$ cat src/rtl/mux_con_arb_if.sv
// Requester-side bus of the control-byte arbiter: requests, grants, byte lanes
// and the single muxed output stream toward the control-treat stage.
interface mux_con_arb_if;
    localparam int unsigned N_REQ  = 4;
    localparam int unsigned BYTE_W = 8;

    logic [N_REQ-1:0]        req;
    logic [N_REQ-1:0]        gnt;
    logic [N_REQ*BYTE_W-1:0] din;
    logic [N_REQ-1:0]        din_en;
    logic [BYTE_W-1:0]       con_dout;
    logic                    con_dout_en;
    logic                    busy;
    logic                    err_timeout;

    modport master (
        output req, din, din_en,
        input  gnt, con_dout, con_dout_en, busy, err_timeout
    );

    modport slave (
        input  req, din, din_en,
        output gnt, con_dout, con_dout_en, busy, err_timeout
    );
endinterface

$ cat src/rtl/mux_con_arb.sv
// Round-robin arbiter that forwards one requester frame at a time onto the
// control byte stream, with start timeout, length truncation and inter-frame gap.
module mux_con_arb #(
    parameter int unsigned GAP      = 16,
    parameter int unsigned MAX_LEN  = 256,
    parameter int unsigned START_TO = 64
) (
    input  logic          clk,
    input  logic          rst,
    mux_con_arb_if.slave  bus
);
    localparam int unsigned N_REQ  = 4;
    localparam int unsigned IDX_W  = 2;
    localparam int unsigned BYTE_W = 8;
    localparam int unsigned CNT_W  = 8;
    localparam int unsigned LEN_W  = 9;

    typedef enum logic [2:0] {
        S_IDLE,
        S_GRANT,
        S_XFER,
        S_DRAIN,
        S_GAP
    } state_t;

    state_t              state;
    logic [IDX_W-1:0]    g_idx;
    logic [IDX_W-1:0]    ptr;
    logic [CNT_W-1:0]    cnt;
    logic [LEN_W-1:0]    len;

    logic [IDX_W-1:0]    pick_idx_c;
    logic                pick_vld_c;
    logic [IDX_W-1:0]    cand_c;
    logic [BYTE_W-1:0]   sel_byte_c;
    logic                sel_en_c;

    // Round-robin pick: scanning downward lets the smallest offset from ptr win.
    always_comb begin
        pick_idx_c = '0;
        pick_vld_c = 1'b0;
        cand_c     = '0;
        for (int i = N_REQ - 1; i >= 0; i--) begin
            cand_c = ptr + IDX_W'(i);
            if (bus.req[cand_c]) begin
                pick_idx_c = cand_c;
                pick_vld_c = 1'b1;
            end
        end
    end

    assign sel_byte_c = bus.din[{g_idx, 3'b000} +: BYTE_W];
    assign sel_en_c   = bus.din_en[g_idx];

    always_ff @(posedge clk or negedge rst) begin
        if (!rst) begin
            state           <= S_IDLE;
            g_idx           <= '0;
            ptr             <= '0;
            cnt             <= '0;
            len             <= '0;
            bus.gnt         <= '0;
            bus.con_dout    <= '0;
            bus.con_dout_en <= 1'b0;
            bus.busy        <= 1'b0;
            bus.err_timeout <= 1'b0;
        end else begin
            bus.err_timeout <= 1'b0;
            bus.con_dout    <= '0;
            bus.con_dout_en <= 1'b0;
            case (state)
                S_IDLE: begin
                    if (pick_vld_c) begin
                        g_idx    <= pick_idx_c;
                        bus.gnt  <= N_REQ'(1) << pick_idx_c;
                        ptr      <= pick_idx_c + IDX_W'(1);
                        cnt      <= '0;
                        bus.busy <= 1'b1;
                        state    <= S_GRANT;
                    end
                end
                S_GRANT: begin
                    if (sel_en_c) begin
                        bus.con_dout    <= sel_byte_c;
                        bus.con_dout_en <= 1'b1;
                        len             <= LEN_W'(1);
                        state           <= S_XFER;
                    end else if (!bus.req[g_idx]) begin
                        // Requester withdrew before sending anything: no gap, no error.
                        bus.gnt  <= '0;
                        bus.busy <= 1'b0;
                        state    <= S_IDLE;
                    end else if (cnt == CNT_W'(START_TO - 1)) begin
                        bus.err_timeout <= 1'b1;
                        bus.gnt         <= '0;
                        cnt             <= '0;
                        state           <= S_GAP;
                    end else begin
                        cnt <= cnt + CNT_W'(1);
                    end
                end
                S_XFER: begin
                    if (!sel_en_c) begin
                        bus.gnt <= '0;
                        cnt     <= '0;
                        state   <= S_GAP;
                    end else if (len == LEN_W'(MAX_LEN)) begin
                        // Byte beyond the length limit: truncate and swallow the rest.
                        bus.err_timeout <= 1'b1;
                        bus.gnt         <= '0;
                        state           <= S_DRAIN;
                    end else begin
                        bus.con_dout    <= sel_byte_c;
                        bus.con_dout_en <= 1'b1;
                        len             <= len + LEN_W'(1);
                    end
                end
                S_DRAIN: begin
                    if (!sel_en_c) begin
                        cnt   <= '0;
                        state <= S_GAP;
                    end
                end
                S_GAP: begin
                    if (cnt == CNT_W'(GAP - 1)) begin
                        cnt      <= '0;
                        bus.busy <= 1'b0;
                        state    <= S_IDLE;
                    end else begin
                        cnt <= cnt + CNT_W'(1);
                    end
                end
                default: begin
                    bus.gnt  <= '0;
                    bus.busy <= 1'b0;
                    state    <= S_IDLE;
                end
            endcase
        end
    end
endmodule

$ cat src/flat_wrapper.sv
// flat-port wrapper written by rule: the top's interface ports become plain ports
module mux_con_arb_flat 
#(
    parameter int unsigned GAP      = 16,
    parameter int unsigned MAX_LEN  = 256,
    parameter int unsigned START_TO = 64
)
  (clk, rst, bus_req, bus_din, bus_din_en, bus_gnt, bus_con_dout, bus_con_dout_en, bus_busy, bus_err_timeout);
  mux_con_arb_if bus_i ();
  input  logic clk;
  input  logic rst;
  input wire logic [$bits(bus_i.req)-1:0] bus_req;
  input wire logic [$bits(bus_i.din)-1:0] bus_din;
  input wire logic [$bits(bus_i.din_en)-1:0] bus_din_en;
  output wire logic [$bits(bus_i.gnt)-1:0] bus_gnt;
  output wire logic [$bits(bus_i.con_dout)-1:0] bus_con_dout;
  output wire logic [$bits(bus_i.con_dout_en)-1:0] bus_con_dout_en;
  output wire logic [$bits(bus_i.busy)-1:0] bus_busy;
  output wire logic [$bits(bus_i.err_timeout)-1:0] bus_err_timeout;
  assign bus_i.req = bus_req;
  assign bus_i.din = bus_din;
  assign bus_i.din_en = bus_din_en;
  assign bus_gnt = bus_i.gnt;
  assign bus_con_dout = bus_i.con_dout;
  assign bus_con_dout_en = bus_i.con_dout_en;
  assign bus_busy = bus_i.busy;
  assign bus_err_timeout = bus_i.err_timeout;
  mux_con_arb #(.GAP(GAP), .MAX_LEN(MAX_LEN), .START_TO(START_TO)) u_core (.clk(clk), .rst(rst), .bus(bus_i));
endmodule
$ cat config.mk
export PLATFORM = sky130hd
export DESIGN_NAME = mux_con_arb_flat
export DESIGN_NICKNAME = d
export VERILOG_FILES = /design/src/rtl/mux_con_arb_if.sv /design/src/rtl/mux_con_arb.sv /design/src/flat_wrapper.sv
export SDC_FILE = /design/constraint.sdc
export NUM_CORES = 1
export LEC_CHECK = 0
export CAP_MARGIN = 15
export CORE_ASPECT_RATIO = 1.25
export CORE_UTILIZATION = 50
export CTS_CLUSTER_SIZE = 28
export DETAILED_ROUTE_END_ITERATION = 16
export PLACE_DENSITY_LB_ADDON = 0.1
export SLEW_MARGIN = 15
export SYNTH_ARGS = -nofsm -noshare
export SYNTH_HDL_FRONTEND = slang
export SYNTH_SLANG_ARGS = --single-unit
$ cat constraint.sdc
create_clock -name clk -period 2.5 [get_ports clk]
set_input_delay 0.5 -clock clk [delete_from_list [all_inputs] [get_ports clk]]
set_output_delay 0.5 -clock clk [all_outputs]
set_load 0.05 [all_outputs]
Word-level counts from Yosys, hierarchy flattened
Index checks and enable logic that the tools add are counted.

Bits in registers: 39. Bits in latches: 0. Bits in writable memories: 0. Memory bits (read-only): 0. Output and inout port bits: 15. Memories kept: 0.

Add/sub/neg operators: 6. Multipliers: 0. Div/mod/pow operators: 0. Order comparisons: 5. Equality and inequality tests: 20. Shift operators: 2. Multiplexer cells: 66. Bitwise logic cells: 2. Reductions and logical operators: 11.

Operators by type and width (number): 8-bit two-way mux (9); 8-bit case mux with 4 select lines (1); 32-bit by 6-bit indexed part select with 8-bit output (1); 9-bit two-way mux (3); 3-bit two-way mux (8); 4-bit two-way mux (6); 1-bit two-way mux (22); 5-bit AND reduction (4); 9-bit case mux with 2 select lines (1); 4-bit case mux with 4 select lines (1); 8-bit case mux with 2 select lines (1); 2-bit by 3-bit less-than comparator with 1-bit output, second input constant (5); 3-bit case mux with 5 select lines (1); 1-bit binary-select mux with 2-bit select (6); 2-bit by 1-bit inequality test with 1-bit output, second input constant (5); 2-bit inequality test, second input constant (5); 9-bit by 1-bit adder with 9-bit output, second input constant (1); 9-bit equality test, second input constant (1); 8-bit by 1-bit adder with 8-bit output, second input constant (1); 8-bit by 4-bit equality test with 1-bit output, second input constant (1); 8-bit by 6-bit equality test with 1-bit output, second input constant (1); 2-bit two-way mux (4); 3-bit by 2-bit equality test with 1-bit output, second input constant (2); 3-bit inequality test, second input constant (2); other kinds (15) (20).

Logic depth before layout (Yosys ltp)
Word-level depth: 10. Mapped depth: 8.

Worst setup path after synthesis
Ideal clock, no wire load.

Path type: register -> register. From: reg u_core.len[0]. To: reg u_core.len[7]. Setup time: 0.078 ns. Data arrival time: 1.975 ns. Data required time: 2.422 ns. Path slack: 0.447 ns. Cell stages (with the launch flop): 8. Path buffers: 0. Period minus slack after synthesis: 2.053 ns. Cells stage by stage: dfrtp_1 inv_1 ha_1 nor4b_2 a2111oi_4 o21ai_2 or4_1 a21oi_1.

Cells in the longest elaborated chain, start to end: 4. Elaborated cells on any way between the ends: 7. Those cells by class: add/sub: 1; eq/ne: 2; mux: 3; reduce/logical: 1.

Ends and longest elaborated chain: start: declaration (line mux_con_arb.sv:30) `logic [LEN_W-1:0] len;`; start signal: assignment (line mux_con_arb.sv:115) `len <= len + LEN_W'(1);`; 9-bit by 1-bit adder with 9-bit output (line mux_con_arb.sv:115); 9-bit two-way mux (line mux_con_arb.sv:107) `end else if (len == LEN_W'(MAX_LEN)) begin`; 9-bit two-way mux (line mux_con_arb.sv:103) `if (!sel_en_c) begin`; 9-bit case mux with 2 select lines (line mux_con_arb.sv:71) `case (state)`.

Several ways; a longest one is shown, not always the timed one. The select of a mux whose other input is x is not followed. A chain may end at the register's enable or synchronous reset.

Worst setup path in the final report
From: in bus_req[3]. To: reg u_core.cnt[7].

Cells in the longest elaborated chain, start to end: 8. Elaborated cells on any way between the ends: 17. Those cells by class: eq/ne: 2; mux: 14; reduce/logical: 1.

Ends and longest elaborated chain: start: declaration (line flat_wrapper.sv:12) `input wire logic [$bits(bus_i.req)-1:0] bus_req;`; 1-bit binary-select mux with 2-bit select (line mux_con_arb.sv:45) `if (bus.req[cand_c]) begin`; 1-bit two-way mux (implied by the code) (line mux_con_arb.sv:45); 1-bit two-way mux (4 in series) (line mux_con_arb.sv:45); 2-bit by 1-bit inequality test with 1-bit output (no line); 5-bit AND reduction (no line) (*); end signal: assignment (line mux_con_arb.sv:99) `cnt <= cnt + CNT_W'(1);`; end signal: assignment (line mux_con_arb.sv:130) `cnt <= cnt + CNT_W'(1);`; end: declaration (line mux_con_arb.sv:29) `logic [CNT_W-1:0] cnt;`.

Every way passes the cells marked *; elsewhere a longest branch is shown, timed or not. The select of a mux whose other input is x is not followed.

==> impl_metrics.tcl <==
set metrics [dict create \
    area_delta_synth_final_pct 32.8 \
    core_area_um2 4530 \
    final.min_clock_period_ns 2.31 \
    antenna_found_initial 0 \
    synth_seq_cells 39 \
    synth_ff_type "dfrtp_1" \
    setup_viol 0 \
    first_pass_iters 5 \
    wl_per_cell_um 14.2 \
    final_max_slew_viol_count 0 \
    grt_max_degree 40 \
    syn_area_per_cell_um2 10.2 \
    tightest_slew_ns 0.859 \
    grt_pass1_vias 2042 \
    cts_tree "built" \
    routabilityCongestion 0.804 \
    cp.required_ns 2.68 \
    cts-resized-gates 0 \
    synth_area_um2 2400 \
    fin_total_pwr_uw 3340 \
    vias 2020 \
    finalHoldViolCount 0 \
    num_rows 27 \
    n_fill_cell 361 \
    grt_pass1_wl_um 9070 \
    cts_root_buffer "clkbuf_8" \
    max_slew_margin_pct 42.7 \
    synthTopCellsByArea "dfrtp_1, mux4_2, ha_1" \
    layout_commonest_cell "clkdlybuf4s50_1" \
    final_nets 351 \
    drc 0 \
    timing.rr.start "u_core.cnt[0]" \
    synth_top_area_cell "dfrtp_1" \
    io_pins 57 \
    fp.dieW_um 64.0 \
    crit_path_start_kind "primary input" \
    antenna_left 0 \
    yosysSeqAreaShare_pct 40.6 \
    utilization_pct 70.5 \
    cp-end-kind "flop" \
    drt-initial-drc-count 143 \
    cts_buffer_depth 2 \
    n_antenna_cell 0 \
    initial_core_util_pct 53.1 \
    max_freq_ghz 0.432 \
    cts.reportedPaths.clkPinSlew_ns 0.08 \
    critical_path_arrival_ns 2.50 \
    htree_levels 2 \
    final_cell_mix "clkdlybuf4s50_1, dfrtp_1, nand2_1" \
    p_per_area_nw_per_um2 1050 \
    gr-total-overflow 0 \
    yosysWarnings 0 \
    leakagePower_uw 0.00140 \
    grt_usage_pct 22.5 \
    ir_drop_v 0.000704 \
    hold_buffers 0 \
    rsz0062_at_grt "false" \
    drt-total-wl_um 5140 \
    hp-class "primary input to asynchronous set/reset pin" \
    criticalPathCategory "primary input to flop" \
    synthesis.nets 285 \
    synthArstFlopShare_pct 100 \
    maxCapViolations 0 \
    synth_edf_count 0 \
    synth_top_area_share_pct 40.6 \
    via_per_inst 5.60 \
    finalClockSkew_ns 0.00731 \
    crit_fanout 15 \
    clock_latency_ns 0.29 \
    clock_sinks 39 \
    multi_input_area_um2 1310 \
    dieArea_um2 5090 \
    ys_types 51 \
    seq_area_um2 976 \
    crit_start "bus_req[3]" \
    cts_inserted_buffers 5 \
    synth_cells 236 \
    drive_above_1_share_pct 15.5 \
    portBuffers 56 \
    status "completed" \
    die_h_um 79.5 \
    fin_crit_sh_pct 92.6 \
    cts_setup_buffers 0 \
    dp_hpwl_um 3930 \
]
-- cell families (layout without fill, tap and decap cells) --
logic type / after synthesis / count (layout) / share of synthesized area, %
AND/OR/NAND/NOR: 89 / 89 / 21.1
XOR/XNOR: 5 / 5 / 1.82
flip-flops: 39 / 39 / 40.6
adder cells (fa/ha/maj): 7 / 7 / 3.64
AO/OA/AOI/OAI: 53 / 53 / 15.2
multiplexers: 18 / 18 / 12.9
buffers and inverters: 25 / 92 / 4.79
-- flip-flops by register name, indices dropped and copies added, names as in the netlist --
signal and cells:
u_core.bus.busy 1, u_core.bus.con_dout 8, u_core.bus.con_dout_en 1, u_core.bus.err_timeout 1, u_core.bus.gnt 4, u_core.cnt 8
u_core.g_idx 2, u_core.len 9, u_core.ptr 2, u_core.state 3
-- worst max-delay path: stages --
cell	delay, ns
clkdlybuf4s50_1	0.47
or4_1	0.60
o21ai_1	0.23
o31a_2	0.36
nor4_1	0.07
a211o_1	0.26
-- cell type report --
type                    count  area share, %
flip-flops and latches     39           30.6
repair buffers             70           20.7
well taps                  58           2.27
inverters                  14           1.65
clock buffers               6           2.59
clock inverters             2           1.10
multi-input cells         172           41.1
-- power breakdown --
part / total [uW] / internal (uW) / switching [uW]
clock: 544 / 323 / 221
sequential: 1000 / 800 / 201
combinational: 1800 / 801 / 995
-- synth_stat cells (2+ instances only) --
cell type,instances
nand2_1,20
buf_2,4
a211o_1,4
o211ai_1,4
buf_6,2
xor2_1,4
o2111ai_1,4
ha_1,7
and4_2,2
o21ai_0,15
nor2b_1,13
a211oi_1,2
inv_1,14
nor4_1,6
mux4_2,10
dfrtp_1,39
nand3_1,5
or4_1,2
or2_2,2
and3b_1,2
clkbuf_1,4
nor3_1,3
and3_1,6
mux2i_1,5
nor2_1,12
nand2b_1,3
a21o_1,3
nand3b_1,2
mux2_2,3
a21oi_1,12
or3_1,2
-- metrics by stage --
stage	hold WS [ns]	setup WS, ns	cells	cell area (um^2)	TNS [ns]
after detailed placement	0.520	-0.0555	353	3080	-0.124
after floorplan	0.204	0.447	236	2400	0
after CTS	0.348	0.200	361	3190	0
after global placement	0.511	0.0201	353	3080	0
after global routing	0.385	0.0397	361	3190	0
final	0.301	0.185	361	3190	0
-- per-layer routing --
metal | GRT usage [%] | vias up | share of wire (%)
li1 | - | 995 | -
met1 | 28.1 | 957 | 42
met2 | 39.7 | 61 | 51
met3 | 4.86 | 7 | 5.6
met4 | 4.77 | 0 | 1.1
met5 | 0 | - | 0
-- worst paths after layout --
kind | endpoint | slack, ns | cells past startpoint
setup reg to reg | u_core.cnt[4] | 0.28 | 6
min in group clk | u_core.bus.gnt[2] | 0.54 | 2
setup / recovery | u_core.cnt[7] | 0.19 | 6
hold reg to reg | u_core.bus.gnt[2] | 0.54 | 2
max in group asynchronous | u_core.bus.gnt[2] | 1.64 | 1
hold / removal | u_core.cnt[1] | 0.30 | 1
(Power assumes the default switching activity.)
